## config.mk

```make
export PLATFORM = sky130hd
export DESIGN_NAME = npu_cmd_issuer
export DESIGN_NICKNAME = d
export VERILOG_FILES = /design/src/rtl/npu_cmd_issuer.sv
export SDC_FILE = /design/constraint.sdc
export NUM_CORES = 1
export LEC_CHECK = 0
export BUFFER_PORTS_ARGS = -buffer_cell sky130_fd_sc_hd__buf_2
export CELL_PAD_IN_SITES_DETAIL_PLACEMENT = 0
export CELL_PAD_IN_SITES_GLOBAL_PLACEMENT = 1
export CORE_ASPECT_RATIO = 1.1
export CORE_MARGIN = 1.5
export CORE_UTILIZATION = 40
export DETAILED_ROUTE_END_ITERATION = 8
export PLACE_DENSITY = 0.81
export SLEW_MARGIN = 20
export SYNTH_ARGS = -nofsm -noshare
export SYNTH_HDL_FRONTEND = slang
export SYNTH_SLANG_ARGS = --single-unit
```

## constraint.sdc

```tcl
create_clock -name clk_i -period 2.8 [get_ports clk_i]
set_clock_uncertainty 0.1 [all_clocks]
set_input_delay 0.56 -clock clk_i [delete_from_list [all_inputs] [get_ports clk_i]]
set_output_delay 0.56 -clock clk_i [all_outputs]
set_load 0.005 [all_outputs]
```

## src/rtl/npu_cmd_issuer.sv

```systemverilog
// npu_cmd_issuer: host-side command sequencer in front of the NPU slave port.
// Commands (WRITE/READ/POLL/reserved) arrive on a valid/ready stream, are
// buffered in a small FIFO and executed strictly in order, one NPU bus access
// at a time. READ/POLL results and errors leave on a valid/ready response
// stream.
// Optional feature macro: NPU_CMD_ISSUER_PERF_EN adds saturating busy-cycle
// and popped-command counters (perf_busy_cycles_o, perf_cmds_o).
//
// Handshake rule for both streams: a transfer happens on a rising clock edge
// where valid and ready are both 1. Once raised, rsp_valid_o keeps its data
// and error stable until that edge. cmd_ready_o depends only on FIFO
// occupancy and never on cmd_valid_i.
module npu_cmd_issuer #(
  parameter int DWidth     = 32,
  parameter int FIFO_DEPTH = 4,
  parameter int POLL_MAX   = 1024
) (
  input  logic              clk_i,
  input  logic              rst_ni,
  input  logic              cmd_valid_i,
  output logic              cmd_ready_o,
  input  logic [1:0]        cmd_op_i,
  input  logic [DWidth-1:0] cmd_addr_i,
  input  logic [DWidth-1:0] cmd_data_i,
  output logic              rsp_valid_o,
  input  logic              rsp_ready_i,
  output logic [DWidth-1:0] rsp_data_o,
  output logic              rsp_err_o,
  output logic              busy_o,
  output logic              cen_o,
  output logic              wen_o,
  output logic [DWidth-1:0] addr_o,
  output logic [DWidth-1:0] wdata_o,
  output logic [1:0]        dbg_state_o,
`ifdef NPU_CMD_ISSUER_PERF_EN
  output logic [31:0]       perf_busy_cycles_o,
  output logic [31:0]       perf_cmds_o,
`endif
  input  logic [DWidth-1:0] rdata_i
);

  localparam int AW  = $clog2(FIFO_DEPTH);
  localparam int PCW = (POLL_MAX > 1) ? $clog2(POLL_MAX) : 1;

  localparam logic [AW:0]    PTR_ONE   = (AW+1)'(1);
  localparam logic [PCW-1:0] PCNT_ONE  = PCW'(1);
  localparam logic [PCW-1:0] POLL_LAST = PCW'(POLL_MAX - 1);

  localparam logic [1:0] OP_WRITE = 2'd0;
  localparam logic [1:0] OP_READ  = 2'd1;
  localparam logic [1:0] OP_POLL  = 2'd2;
  localparam logic [1:0] OP_RSVD  = 2'd3;

  typedef enum logic [1:0] {
    S_IDLE   = 2'd0,
    S_ISSUE  = 2'd1,
    S_RDWAIT = 2'd2,
    S_RESP   = 2'd3
  } state_t;

  // Command FIFO storage and pointers (extra MSB distinguishes full/empty)
  logic [1:0]        r_fifo_op   [FIFO_DEPTH];
  logic [DWidth-1:0] r_fifo_addr [FIFO_DEPTH];
  logic [DWidth-1:0] r_fifo_data [FIFO_DEPTH];
  logic [AW:0]       r_wr_ptr;
  logic [AW:0]       r_rd_ptr;

  logic              w_full;
  logic              w_empty;
  logic              w_push;
  logic              w_pop;
  logic [1:0]        w_head_op;
  logic [DWidth-1:0] w_head_addr;
  logic [DWidth-1:0] w_head_data;

  // FSM, working registers, bus and response registers
  state_t            r_state, w_state_d;
  logic [1:0]        r_op, w_op_d;
  logic [DWidth-1:0] r_waddr, w_waddr_d;
  logic [DWidth-1:0] r_mask, w_mask_d;
  logic [PCW-1:0]    r_poll_cnt, w_poll_d;
  logic              r_cen, w_cen_d;
  logic              r_wen, w_wen_d;
  logic [DWidth-1:0] r_addr, w_addr_d;
  logic [DWidth-1:0] r_wdata, w_wdata_d;
  logic              r_rsp_valid, w_rsp_valid_d;
  logic [DWidth-1:0] r_rsp_data, w_rsp_data_d;
  logic              r_rsp_err, w_rsp_err_d;
  logic              w_busy;
  logic              w_match;

  assign w_full      = (r_wr_ptr[AW] != r_rd_ptr[AW]) &&
                       (r_wr_ptr[AW-1:0] == r_rd_ptr[AW-1:0]);
  assign w_empty     = (r_wr_ptr == r_rd_ptr);
  assign w_push      = cmd_valid_i && !w_full;
  assign w_head_op   = r_fifo_op[r_rd_ptr[AW-1:0]];
  assign w_head_addr = r_fifo_addr[r_rd_ptr[AW-1:0]];
  assign w_head_data = r_fifo_data[r_rd_ptr[AW-1:0]];
  assign w_match     = (rdata_i & r_mask) != '0;
  assign w_busy      = !w_empty || (r_state != S_IDLE);

  assign cmd_ready_o = !w_full;
  assign busy_o      = w_busy;
  assign cen_o       = r_cen;
  assign wen_o       = r_wen;
  assign addr_o      = r_addr;
  assign wdata_o     = r_wdata;
  assign rsp_valid_o = r_rsp_valid;
  assign rsp_data_o  = r_rsp_data;
  assign rsp_err_o   = r_rsp_err;
  assign dbg_state_o = r_state;

  // FIFO entry storage: written on push only, contents need no reset
  always_ff @(posedge clk_i) begin
    if (w_push) begin
      r_fifo_op[r_wr_ptr[AW-1:0]]   <= cmd_op_i;
      r_fifo_addr[r_wr_ptr[AW-1:0]] <= cmd_addr_i;
      r_fifo_data[r_wr_ptr[AW-1:0]] <= cmd_data_i;
    end
  end

  // FIFO pointers: advance on push and pop
  always_ff @(posedge clk_i or negedge rst_ni) begin
    if (!rst_ni) begin
      r_wr_ptr <= '0;
      r_rd_ptr <= '0;
    end else begin
      if (w_push) r_wr_ptr <= r_wr_ptr + PTR_ONE;
      if (w_pop)  r_rd_ptr <= r_rd_ptr + PTR_ONE;
    end
  end

  // Next-state and next-output decode; bus outputs are set up on the
  // transition into ISSUE so the access is visible in the ISSUE cycle.
  always_comb begin
    w_state_d     = r_state;
    w_pop         = 1'b0;
    w_op_d        = r_op;
    w_waddr_d     = r_waddr;
    w_mask_d      = r_mask;
    w_poll_d      = r_poll_cnt;
    w_cen_d       = 1'b1;
    w_wen_d       = 1'b1;
    w_addr_d      = r_addr;
    w_wdata_d     = r_wdata;
    w_rsp_valid_d = r_rsp_valid;
    w_rsp_data_d  = r_rsp_data;
    w_rsp_err_d   = r_rsp_err;
    case (r_state)
      S_IDLE: begin
        if (!w_empty) begin
          w_pop     = 1'b1;
          w_op_d    = w_head_op;
          w_waddr_d = w_head_addr;
          w_mask_d  = w_head_data;
          w_poll_d  = '0;
          if (w_head_op == OP_RSVD) begin
            w_state_d     = S_RESP;
            w_rsp_valid_d = 1'b1;
            w_rsp_data_d  = '0;
            w_rsp_err_d   = 1'b1;
          end else begin
            w_state_d = S_ISSUE;
            w_cen_d   = 1'b0;
            w_addr_d  = w_head_addr;
            if (w_head_op == OP_WRITE) begin
              w_wen_d   = 1'b0;
              w_wdata_d = w_head_data;
            end
          end
        end
      end
      S_ISSUE: begin
        w_state_d = (r_op == OP_WRITE) ? S_IDLE : S_RDWAIT;
      end
      S_RDWAIT: begin
        if (r_op == OP_READ || (r_op == OP_POLL && w_match)) begin
          w_state_d     = S_RESP;
          w_rsp_valid_d = 1'b1;
          w_rsp_data_d  = rdata_i;
          w_rsp_err_d   = 1'b0;
        end else if (r_poll_cnt == POLL_LAST) begin
          w_state_d     = S_RESP;
          w_rsp_valid_d = 1'b1;
          w_rsp_data_d  = rdata_i;
          w_rsp_err_d   = 1'b1;
        end else begin
          w_poll_d  = r_poll_cnt + PCNT_ONE;
          w_state_d = S_ISSUE;
          w_cen_d   = 1'b0;
          w_addr_d  = r_waddr;
        end
      end
      S_RESP: begin
        if (rsp_ready_i) begin
          w_rsp_valid_d = 1'b0;
          w_state_d     = S_IDLE;
        end
      end
      default: w_state_d = S_IDLE;
    endcase
  end

  // FSM state register
  always_ff @(posedge clk_i or negedge rst_ni) begin
    if (!rst_ni) r_state <= S_IDLE;
    else         r_state <= w_state_d;
  end

  // Working registers for the command being executed
  always_ff @(posedge clk_i or negedge rst_ni) begin
    if (!rst_ni) begin
      r_op       <= OP_WRITE;
      r_waddr    <= '0;
      r_mask     <= '0;
      r_poll_cnt <= '0;
    end else begin
      r_op       <= w_op_d;
      r_waddr    <= w_waddr_d;
      r_mask     <= w_mask_d;
      r_poll_cnt <= w_poll_d;
    end
  end

  // Registered NPU bus outputs and response outputs
  always_ff @(posedge clk_i or negedge rst_ni) begin
    if (!rst_ni) begin
      r_cen       <= 1'b1;
      r_wen       <= 1'b1;
      r_addr      <= '0;
      r_wdata     <= '0;
      r_rsp_valid <= 1'b0;
      r_rsp_data  <= '0;
      r_rsp_err   <= 1'b0;
    end else begin
      r_cen       <= w_cen_d;
      r_wen       <= w_wen_d;
      r_addr      <= w_addr_d;
      r_wdata     <= w_wdata_d;
      r_rsp_valid <= w_rsp_valid_d;
      r_rsp_data  <= w_rsp_data_d;
      r_rsp_err   <= w_rsp_err_d;
    end
  end

`ifdef NPU_CMD_ISSUER_PERF_EN
  logic [31:0] r_perf_busy;
  logic [31:0] r_perf_cmds;

  assign perf_busy_cycles_o = r_perf_busy;
  assign perf_cmds_o        = r_perf_cmds;

  // Saturating counters of busy cycles and popped commands
  always_ff @(posedge clk_i or negedge rst_ni) begin
    if (!rst_ni) begin
      r_perf_busy <= '0;
      r_perf_cmds <= '0;
    end else begin
      if (w_busy && (r_perf_busy != '1)) r_perf_busy <= r_perf_busy + 32'd1;
      if (w_pop && (r_perf_cmds != '1))  r_perf_cmds <= r_perf_cmds + 32'd1;
    end
  end
`else
  // Without the performance feature there are no counters to maintain.
`endif

endmodule

```

==> results of run 1 <==
==> worst min-delay path by stage <==
stage                               to  slack [ps]  depth (start not counted)
CTS                 r_fifo_data[1][15]          90                          1
global route        r_fifo_data[1][11]         100                          1
global placement         r_poll_cnt[8]         360                          1
floorplan                    addr_o[0]         160                          0
detailed placement         r_waddr[26]         360                          2
finish              r_fifo_data[3][15]         110                          1
==> critical path, cell delays in order, from the launching register on <==
cell and delay [ps]:
dfrtp_4 590, xor2_1 220, nor3_1 220, buf_4 190
nand2_1 50, buf_2 160
==> sequential cells by signal, indices dropped and copies added, names as in the netlist, 8 cells and up <==
register,count
addr_o,32
r_fifo_addr,128
r_fifo_data,128
r_fifo_op,8
r_mask,32
r_poll_cnt,10
r_waddr,32
rsp_data_o,32
wdata_o,32
==> timing repair <==
action,CTS,global route
hold buffers,1,0
setup endpoints to repair,0,20
buffers inserted,0,0
resized for setup,0,1
hold endpoints to repair,62,0
==> through the flow <==
stage	power (µW)	hold WS, ps
6_report	25000	115
5_1_grt	26500	99.6
4_1_cts	25400	91.2
3_5_place_dp	19200	362
3_3_place_gp	18900	356
2_1_floorplan	15700	164
==> power by group <==
group | switching (µW) | internal, µW
combinational | 4690 | 3850
sequential | 1010 | 9320
clock | 2440 | 3720
==> cells in the mapped netlist, types with 6 or more instances <==
master,n
buf_2,9
ha_1,6
edfxtp_1,264
clkbuf_1,34
buf_1,7
nand3_1,8
nand2_1,316
dfrtp_1,182
mux4_2,66
mux2_4,29
nor2_1,6
buf_6,6
a22oi_1,14
a22o_1,33
mux2_1,35
==> per-layer routing <==
metal	GRT usage (%)	vias to the layer above	wire length (µm)
met1	23.0	5064	16300
li1	-	4487	-
met5	0	-	57
met4	5.25	8	974
met2	30.5	238	19900
met3	3.51	68	1970
==> layout make-up <==
cell class                 instances  share of cell area [%]
sequential                       448                    60.0
multi-input combinational        582                    22.0
timing repair buffer             247                    7.19
clock buffer                      62                    5.89
tap                              567                    3.40
clock inverter                    20                    1.37
inverter                           3                  0.0539
antenna                            2                  0.0240
==> cell families (layout without fill, tap and decap cells) <==
logic type / after synthesis / count (layout) / share of synthesized area (%)
adder cells (fa/ha/maj): 6 / 6 / 0.433
XOR/XNOR: 8 / 8 / 0.404
AND/OR/NAND/NOR: 360 / 360 / 8.30
multiplexers: 133 / 133 / 13.5
other: 0 / 2 / 0
AO/OA/AOI/OAI: 75 / 75 / 3.52
buffers and inverters: 59 / 332 / 1.60
flip-flops: 448 / 448 / 72.2
==> flow_summary.toml, run 1 <==
[timing]
fin_ws_ps = 166
max_freq_ghz = 0.380
rsz0062_at_grt = "no"
worst_slew_pin_slew_ps = 652
tns_ps = 0
finalHoldViolations = 0
drv_slew = 0
setup_viol = 0
min_period_over_period_pct = 94.1
period_minus_slack_ps = 2630
max_slew_margin_pct = 56.5

[floorplanning]
io_pins = 206
num_rows = 79
die_y_um = 221
dieArea_um2 = 44600
core_area_um2 = 42600
die_w_um = 202
start_util_pct = 40.7

[setup_path]
cp_data_arrival_time_ps = 1970
cp-start-kind = "register"
path_class = "reg2out"
worstPathRequired_ps = 2140
reg2reg_depth = 8
path_max_fanout = 13
r2r_slack_ps = 220
end_kind = "output port"
r2r-end = "addr_o[2]"
r2r-start = "r_mask[20]"
crit_end = "busy_o"
crit_path_start = "r_rd_ptr[0]"

[status]
run_status = "finished, final reports clean"

[logic_synthesis]
yosys_warnings = 0
synth_area_leader_cell = "edfxtp_1"
ys_ff_latch = 448
avgSynthCellArea_um2 = 15.9
yosysUniqueCellTypes = 47
seq_area_frac_synth_pct = 72.2
synthFlopType = "edfxtp_1"
syn_area_um2 = 17400
synth_edf_count = 264
synth_cells = 1089
synth_nets = 1197
synthArstFlopShare_pct = 41.1
yosysTopAreaCellShare_pct = 45.7
synth_area_leaders = "edfxtp_1 (46%), dfrtp_1 (26%), mux4_2 (8.6%), nand2_1 (6.8%), mux2_4 (2.5%)"

[routing]
viasPerCell = 5.11
drc = 0
firstDrtPassIters = 5
vias = 9865
ant_nets = 0
routed_wl_um = 39100
drtIter0Drc = 588
detail_route.wl_per_cell_um = 20.3

[cts]
cts_max_level = 2
cts_tree = "built"
cts_buffer_depth = 3
clk_pin_slew_ps = 60
cts.sinks = 448
numCtsBuffers = 44
clk_latency_ps = 560
cts_root_buf = "clkbuf_16"

[placed_design]
gp_congestion = 0.823
place_hpwl_um = 25600
numPortBuffers = 205
placed_area_um2 = 19400
place_ws_ps = -73.4
place_inst = 1846

[final_layout]
areaGrowthSynthToFinish_pct = 20.4
register_area_um2 = 12500
fin_nets = 1434
drive_above_1_share_pct = 31.3
fin_cells = 1931
fin_util_pct = 49.0
final_cell_mix = "nand2_1 (316), edfxtp_1 (264), buf_2 (204)"
fillCellCount = 3522
multi_input_area_um2 = 4600
layout_commonest_cell = "nand2_1"
final_area_um2 = 20900

[global_routing]
grt_overflow_total = 0
antenna_found_initial = 7
grt_usage_pct = 17.8
grt_pass1_wl_um = 61000
grt_pass1_vias = 10200
grt_max_degree = 68

[hold_path]
hold_start = "cmd_data_i[15]"
hold_path_class = "in2reg"

[power]
peakVddDrop_v = 0.000649
leakage_uw = 0.00867
powerDensity_nw_per_um2 = 1200

[job]
max-cap-violations = 0
Note: power is estimated with default switching activity, not from simulation.
==> run 2: changes to the inputs <==
CAP_MARGIN = 20   (was unset)
GPL_TIMING_DRIVEN = 0   (was unset)
==> flow_summary.toml, run 2 (synthesized netlist as in run 1, its figures left out) <==
[global_routing]
antenna_found_initial = 7
grt_usage_pct = 18.3
grt_overflow_total = 0
grt_pass1_wl_um = 62200
grt_pass1_vias = 10400
grt_max_degree = 85

[hold_path]
hold_path_class = "in2reg"

[setup_path]
cp_data_arrival_time_ps = 2990
path_class = "reg2reg"
cp-start-kind = "register"
end_kind = "register"
crit_path_max_incr_delay_ps = 410
critPathSlowestCell = "dfrtp_1"
worstPathRequired_ps = 3130
path_max_fanout = 10
crit_path_cell_trace = "a22oi_1 -> nand4_1 -> a2111oi_4 -> buf_4 -> a31oi_4 -> a32oi_4 -> buf_12 -> buf_6 -> mux2_1"

[floorplanning]
dieArea_um2 = 44600
start_util_pct = 40.7
die_w_um = 202
num_rows = 79
core_area_um2 = 42600
io_pins = 206
die_y_um = 221

[routing]
viasPerCell = 5.10
ant_nets = 0
drc = 0
top_layer = "met5"
met2_wirelength_um = 20600
detail_route.wl_per_cell_um = 20.9
drt-met1-wl_um = 16700
vias = 9968
routed_wl_um = 40700
wl_met3_um = 2100
firstDrtPassIters = 5
drtIter0Drc = 619

[placed_design]
numPortBuffers = 205
gp_congestion = 0.824
place_inst = 1867
placed_area_um2 = 19300
place_hpwl_um = 28000

[final_layout]
areaGrowthSynthToFinish_pct = 19.7
fin_nets = 1455
layout_commonest_cell = "nand2_1"
final_cell_mix = "nand2_1 (316), edfxtp_1 (264), buf_2 (212)"
fillCellCount = 3584
fin_util_pct = 48.8
final_area_um2 = 20800
fin_cells = 1954
drive_above_1_share_pct = 30.2

[cts]
cts.sinks = 448
clk_latency_ps = 560
cts_buffer_depth = 3
cts_root_buf = "clkbuf_16"
cts_tree = "built"
clk_pin_slew_ps = 60
numCtsBuffers = 43
cts_max_level = 2

[timing]
setup_viol = 0
max_freq_ghz = 0.376
drv_slew = 0
finalHoldViolations = 0
max_slew_margin_pct = 47.3
tns_ps = 0
period_minus_slack_ps = 2660
worst_slew_pin_slew_ps = 790
min_period_over_period_pct = 95.0

[job]
max-cap-violations = 0

[power]
p_total_uw = 24700
peakVddDrop_v = 0.000546
powerDensity_nw_per_um2 = 1190
leakage_uw = 0.00857

[status]
run_status = "finished, final reports clean"
[run 2: changes by cell type in the layout (fill, tap and decap cells not counted), sizes merged]
cell	change
diode	+3
clkbuf	+26
bufinv	-5
clkinv	+4
buf	-11
clkinvlp	+4
clkdlybuf4s18	+1
inv	+1
[run 2: critical path, delay by kind of cell (launching register included)]
family,cells,cell delay [ps]
flops,1,410
compound gates,4,950
mux,1,340
buf+inv,3,530
simple gates,1,190
[run 2: area by class of cell]
class / instances / area (µm²) / share of cell area [%]
Sequential cell: 448 / 12500 / 60.3
Buffer: 55 / 288 / 1.39
Clock inverter: 24 / 184 / 0.886
Multi-Input combinational cell: 582 / 4620 / 22.3
Tap cell: 567 / 709 / 3.42
Timing Repair Buffer: 214 / 1220 / 5.89
Antenna cell: 5 / 12.5 / 0.0602
Clock buffer: 56 / 1180 / 5.70
Inverter: 3 / 11.3 / 0.0542
[run 2: where the power goes]
part	leakage, µW	switching, µW	internal (µW)
clock	0.000665	2440	3180
combinational	0.00321	5010	3810
sequential	0.00470	931	9320
total	0.00857	8380	16300
[run 2: path summary, 6_finish.rpt]
check / to / from / slack [ps] / cells after the start
max reg2reg: addr_o[29] / r_mask[1] / 140 / 9
min in group asynchronous: addr_o[4] / rst_ni / 410 / 2
max: addr_o[29] / r_mask[1] / 140 / 9
min: r_fifo_data[1][30] / cmd_data_i[30] / 120 / 1
min reg2reg: r_waddr[11] / r_waddr[11] / 380 / 2
max in group asynchronous: wen_o / rst_ni / 1390 / 3
[run 2: per-layer routing]
| metal | vias up | GRT usage, % |
|---|---|---|
| li1 | 4530 | - |
| met1 | 5100 | 23.2 |
| met2 | 262 | 31.2 |
| met3 | 74 | 3.45 |
| met4 | 2 | 6.76 |
| met5 | - | 0 |
[run 2: repair_timing]
item / 4_1_cts / 5_1_grt
hold endpoints to repair: 45 / 0
pin swaps: 1 / 1
cloned: 0 / 0
hold buffers: 1 / 0
setup endpoints to repair: 140 / 61
resized for setup: 18 / 9
setup buffers: 1 / 1
[run 2: through the flow]
stage               worst slack (ps)  hold WS, ps
floorplan                        218          164
global placement               -2110          358
detailed placement              -914          362
CTS                            -6.42         93.9
global route                  -0.294          104
finish                           141          120
==> run 3: changes to the inputs <==
ABC_AREA = 1   (was unset)
ABC_CLOCK_PERIOD_IN_PS = 3150   (was unset)
clock period = 3.15 ns   (was 2.8 ns; I/O delays follow)
==> flow_summary.toml, run 3 <==
[status]
run_status = "finished, final reports clean"

[power]
combPwrFrac_pct = 37.5
seq_power_share_pct = 38.4
clock_power_share_pct = 24.1
powerDensity_nw_per_um2 = 1080
leakage_uw = 0.00906
p_switching_uw = 8760
p_total_uw = 23300
internal_power_uw = 14500
switching_share_pct = 37.6
peakVddDrop_v = 0.000465

[routing]
drc = 0
viasPerCell = 5.10
drtIter0Drc = 922
wl_met3_um = 2950
firstDrtPassIters = 5
met2_wirelength_um = 22400
detail_route.wl_per_cell_um = 19.0
vias = 12500
top_layer = "met5"
ant_nets = 0
routed_wl_um = 46500
drt-met1-wl_um = 19700

[global_routing]
grt_usage_pct = 20.4
grt_pass1_wl_um = 71100
antenna_found_initial = 18
grt_max_degree = 97
grt_pass1_vias = 12300
grt_overflow_total = 0

[timing]
drv_slew = 0
period_minus_slack_ps = 2780
max_slew_margin_pct = 55.4
fin_ws_ps = 368
max_freq_ghz = 0.359
worst_slew_pin_slew_ps = 668
setup_viol = 0
finalHoldViolations = 0
hold_slack_ps = 165
min_period_over_period_pct = 88.3
tns_ps = 0
rsz0062_at_grt = "no"

[cts]
cts_tree = "built"
clk_pin_slew_ps = 60
cts.sinks = 448
clk_latency_ps = 580
cts_setup_buffers = 0
cts_max_level = 2
cts_root_buf = "clkbuf_16"
cts_buffer_depth = 3
numCtsBuffers = 47

[logic_synthesis]
synth_common_cells = "nand2_1 (357), edfxtp_1 (264), o21ai_0 (210)"
synth_top_family_by_area = "simple AND/OR/NAND/NOR gates"
avgSynthCellArea_um2 = 11.5
yosys_warnings = 0
synth_compound_area_share_pct = 9.75
syn_area_um2 = 17900
yosysUniqueCellTypes = 32
synth_edf_count = 264
synthArstFlopShare_pct = 41.1
synth_simple_gate_area_share_pct = 12.9
synth_fa_ha_area_share_pct = 0.420
synth_nets = 1660
yosysTopAreaCellShare_pct = 44.4
synth.most_common_cell = "nand2_1"
ys_ff_latch = 448
synthXorXnorAreaFrac_pct = 0.778
synth_area_leaders = "edfxtp_1 (44%), dfrtp_1 (26%), nand2_1 (7.5%), o21ai_0 (5.9%), nor2_1 (3.4%)"
synth_area_leader_cell = "edfxtp_1"
synthFlopType = "edfxtp_1"
synth_mux_area_share_pct = 2.00
seq_area_frac_synth_pct = 70.2
synth_cells = 1552

[floorplanning]
dieArea_um2 = 45900
num_rows = 81
start_util_pct = 40.3
die_y_um = 225
die_w_um = 204
io_pins = 206
core_area_um2 = 44300

[placed_design]
place_ws_ps = 466
gp_congestion = 0.794
numPortBuffers = 205
place_hpwl_um = 32600

[final_layout]
layout_commonest_cell = "nand2_1"
drive_above_1_share_pct = 20.7
areaGrowthSynthToFinish_pct = 20.7
final_cell_mix = "nand2_1 (357), edfxtp_1 (264), buf_2 (231)"
fin_nets = 1928
fillCellCount = 3955

[hold_path]
hold_depth = 1
whs_endpoint = "r_fifo_addr[0][31]"
hold_start = "cmd_addr_i[31]"
hold_path_class = "in2reg"

[setup_path]
r2r-start = "r_rd_ptr[0]"
end_kind = "output port"
path_class = "reg2out"
cp-start-kind = "register"
r2r_slack_ps = 670
cp_data_arrival_time_ps = 2050
worstPathRequired_ps = 2420
reg2reg_depth = 6
r2r-end = "r_fifo_addr[3][24]"
path_max_fanout = 17

[job]
max-cap-violations = 0
[run 3: how the worst max path moves through the flow]
| stage | slack, ps | depth (start not counted) | startpoint | end |
|---|---|---|---|---|
| 6_report | 370 | 6 | r_rd_ptr[0] | busy_o |
| 5_1_grt | 200 | 6 | r_rd_ptr[0] | busy_o |
| 4_1_cts | 40 | 7 | r_rd_ptr[0] | busy_o |
| 3_5_place_dp | 470 | 14 | rdata_i[30] | addr_o[12] |
| 3_3_place_gp | -1820 | 1 | rst_ni | addr_o[13] |
| 2_1_floorplan | -100 | 5 | r_rd_ptr[0] | r_fifo_addr[0][0] |
[run 3: what timing repair did]
| action | in CTS | in global routing |
|---|---|---|
| hold buffers | 1 | 0 |
| gates resized for setup | 0 | 1 |
| endpoints found under the setup margin | 0 | 1 |
| endpoints found under the hold margin | 2 | 0 |
[run 3: critical path: stages (launching register included)]
cell and delay, ps:
dfrtp_1 400, buf_6 170, xnor2_2 170, nand3b_1 170
nor2_2 210, inv_2 180, buf_2 180
[run 3: cell type report]
cell class                      instances  area [µm²]  share of cell area [%]
Clock inverter                         21         273                    1.27
Antenna cell                            6        15.0                  0.0697
Multi-Input combinational cell        951        4660                    21.6
Inverter                               63         239                    1.11
Tap cell                              581         727                    3.37
Buffer                                 89         458                    2.13
Timing Repair Buffer                  220        1370                    6.36
Clock buffer                           65        1270                    5.91
Sequential cell                       448       12500                    58.2
[run 3: power by group through the flow]
| stage | sequential [µW] | clock [µW] | combinational [µW] |
|---|---|---|---|
| after detailed placement | 9040 | 0 | 8800 |
| after global routing | 9110 | 5920 | 9810 |
| final | 8940 | 5610 | 8720 |
| after floorplan | 8950 | 0 | 5340 |
| after global placement | 9050 | 0 | 8340 |
| after CTS | 8940 | 5710 | 8840 |
[run 3: layer usage]
metal / vias up / GRT usage, %
li1: 5880 / -
met1: 6063 / 26.9
met2: 398 / 33.5
met3: 96 / 4.32
met4: 20 / 6.64
met5: - / 0
[run 3: cells by family after synthesis]
kind of cell,count (synthesis)
simple gates,586
flops,448
compound gates,320
buf+inv,153
mux,24
xor+xnor,15
fa+ha+maj,6
[run 3: per-stage QoR]
stage / std cells / utilization [%] / cell area, µm²
2_1_floorplan: 1552 / - / 17900
3_3_place_gp: 2338 / 44.3 / 19600
3_5_place_dp: 2352 / 45.1 / 20000
4_1_cts: 2439 / 48.6 / 21500
5_1_grt: 2441 / 48.6 / 21500
6_report: 2444 / 48.7 / 21500
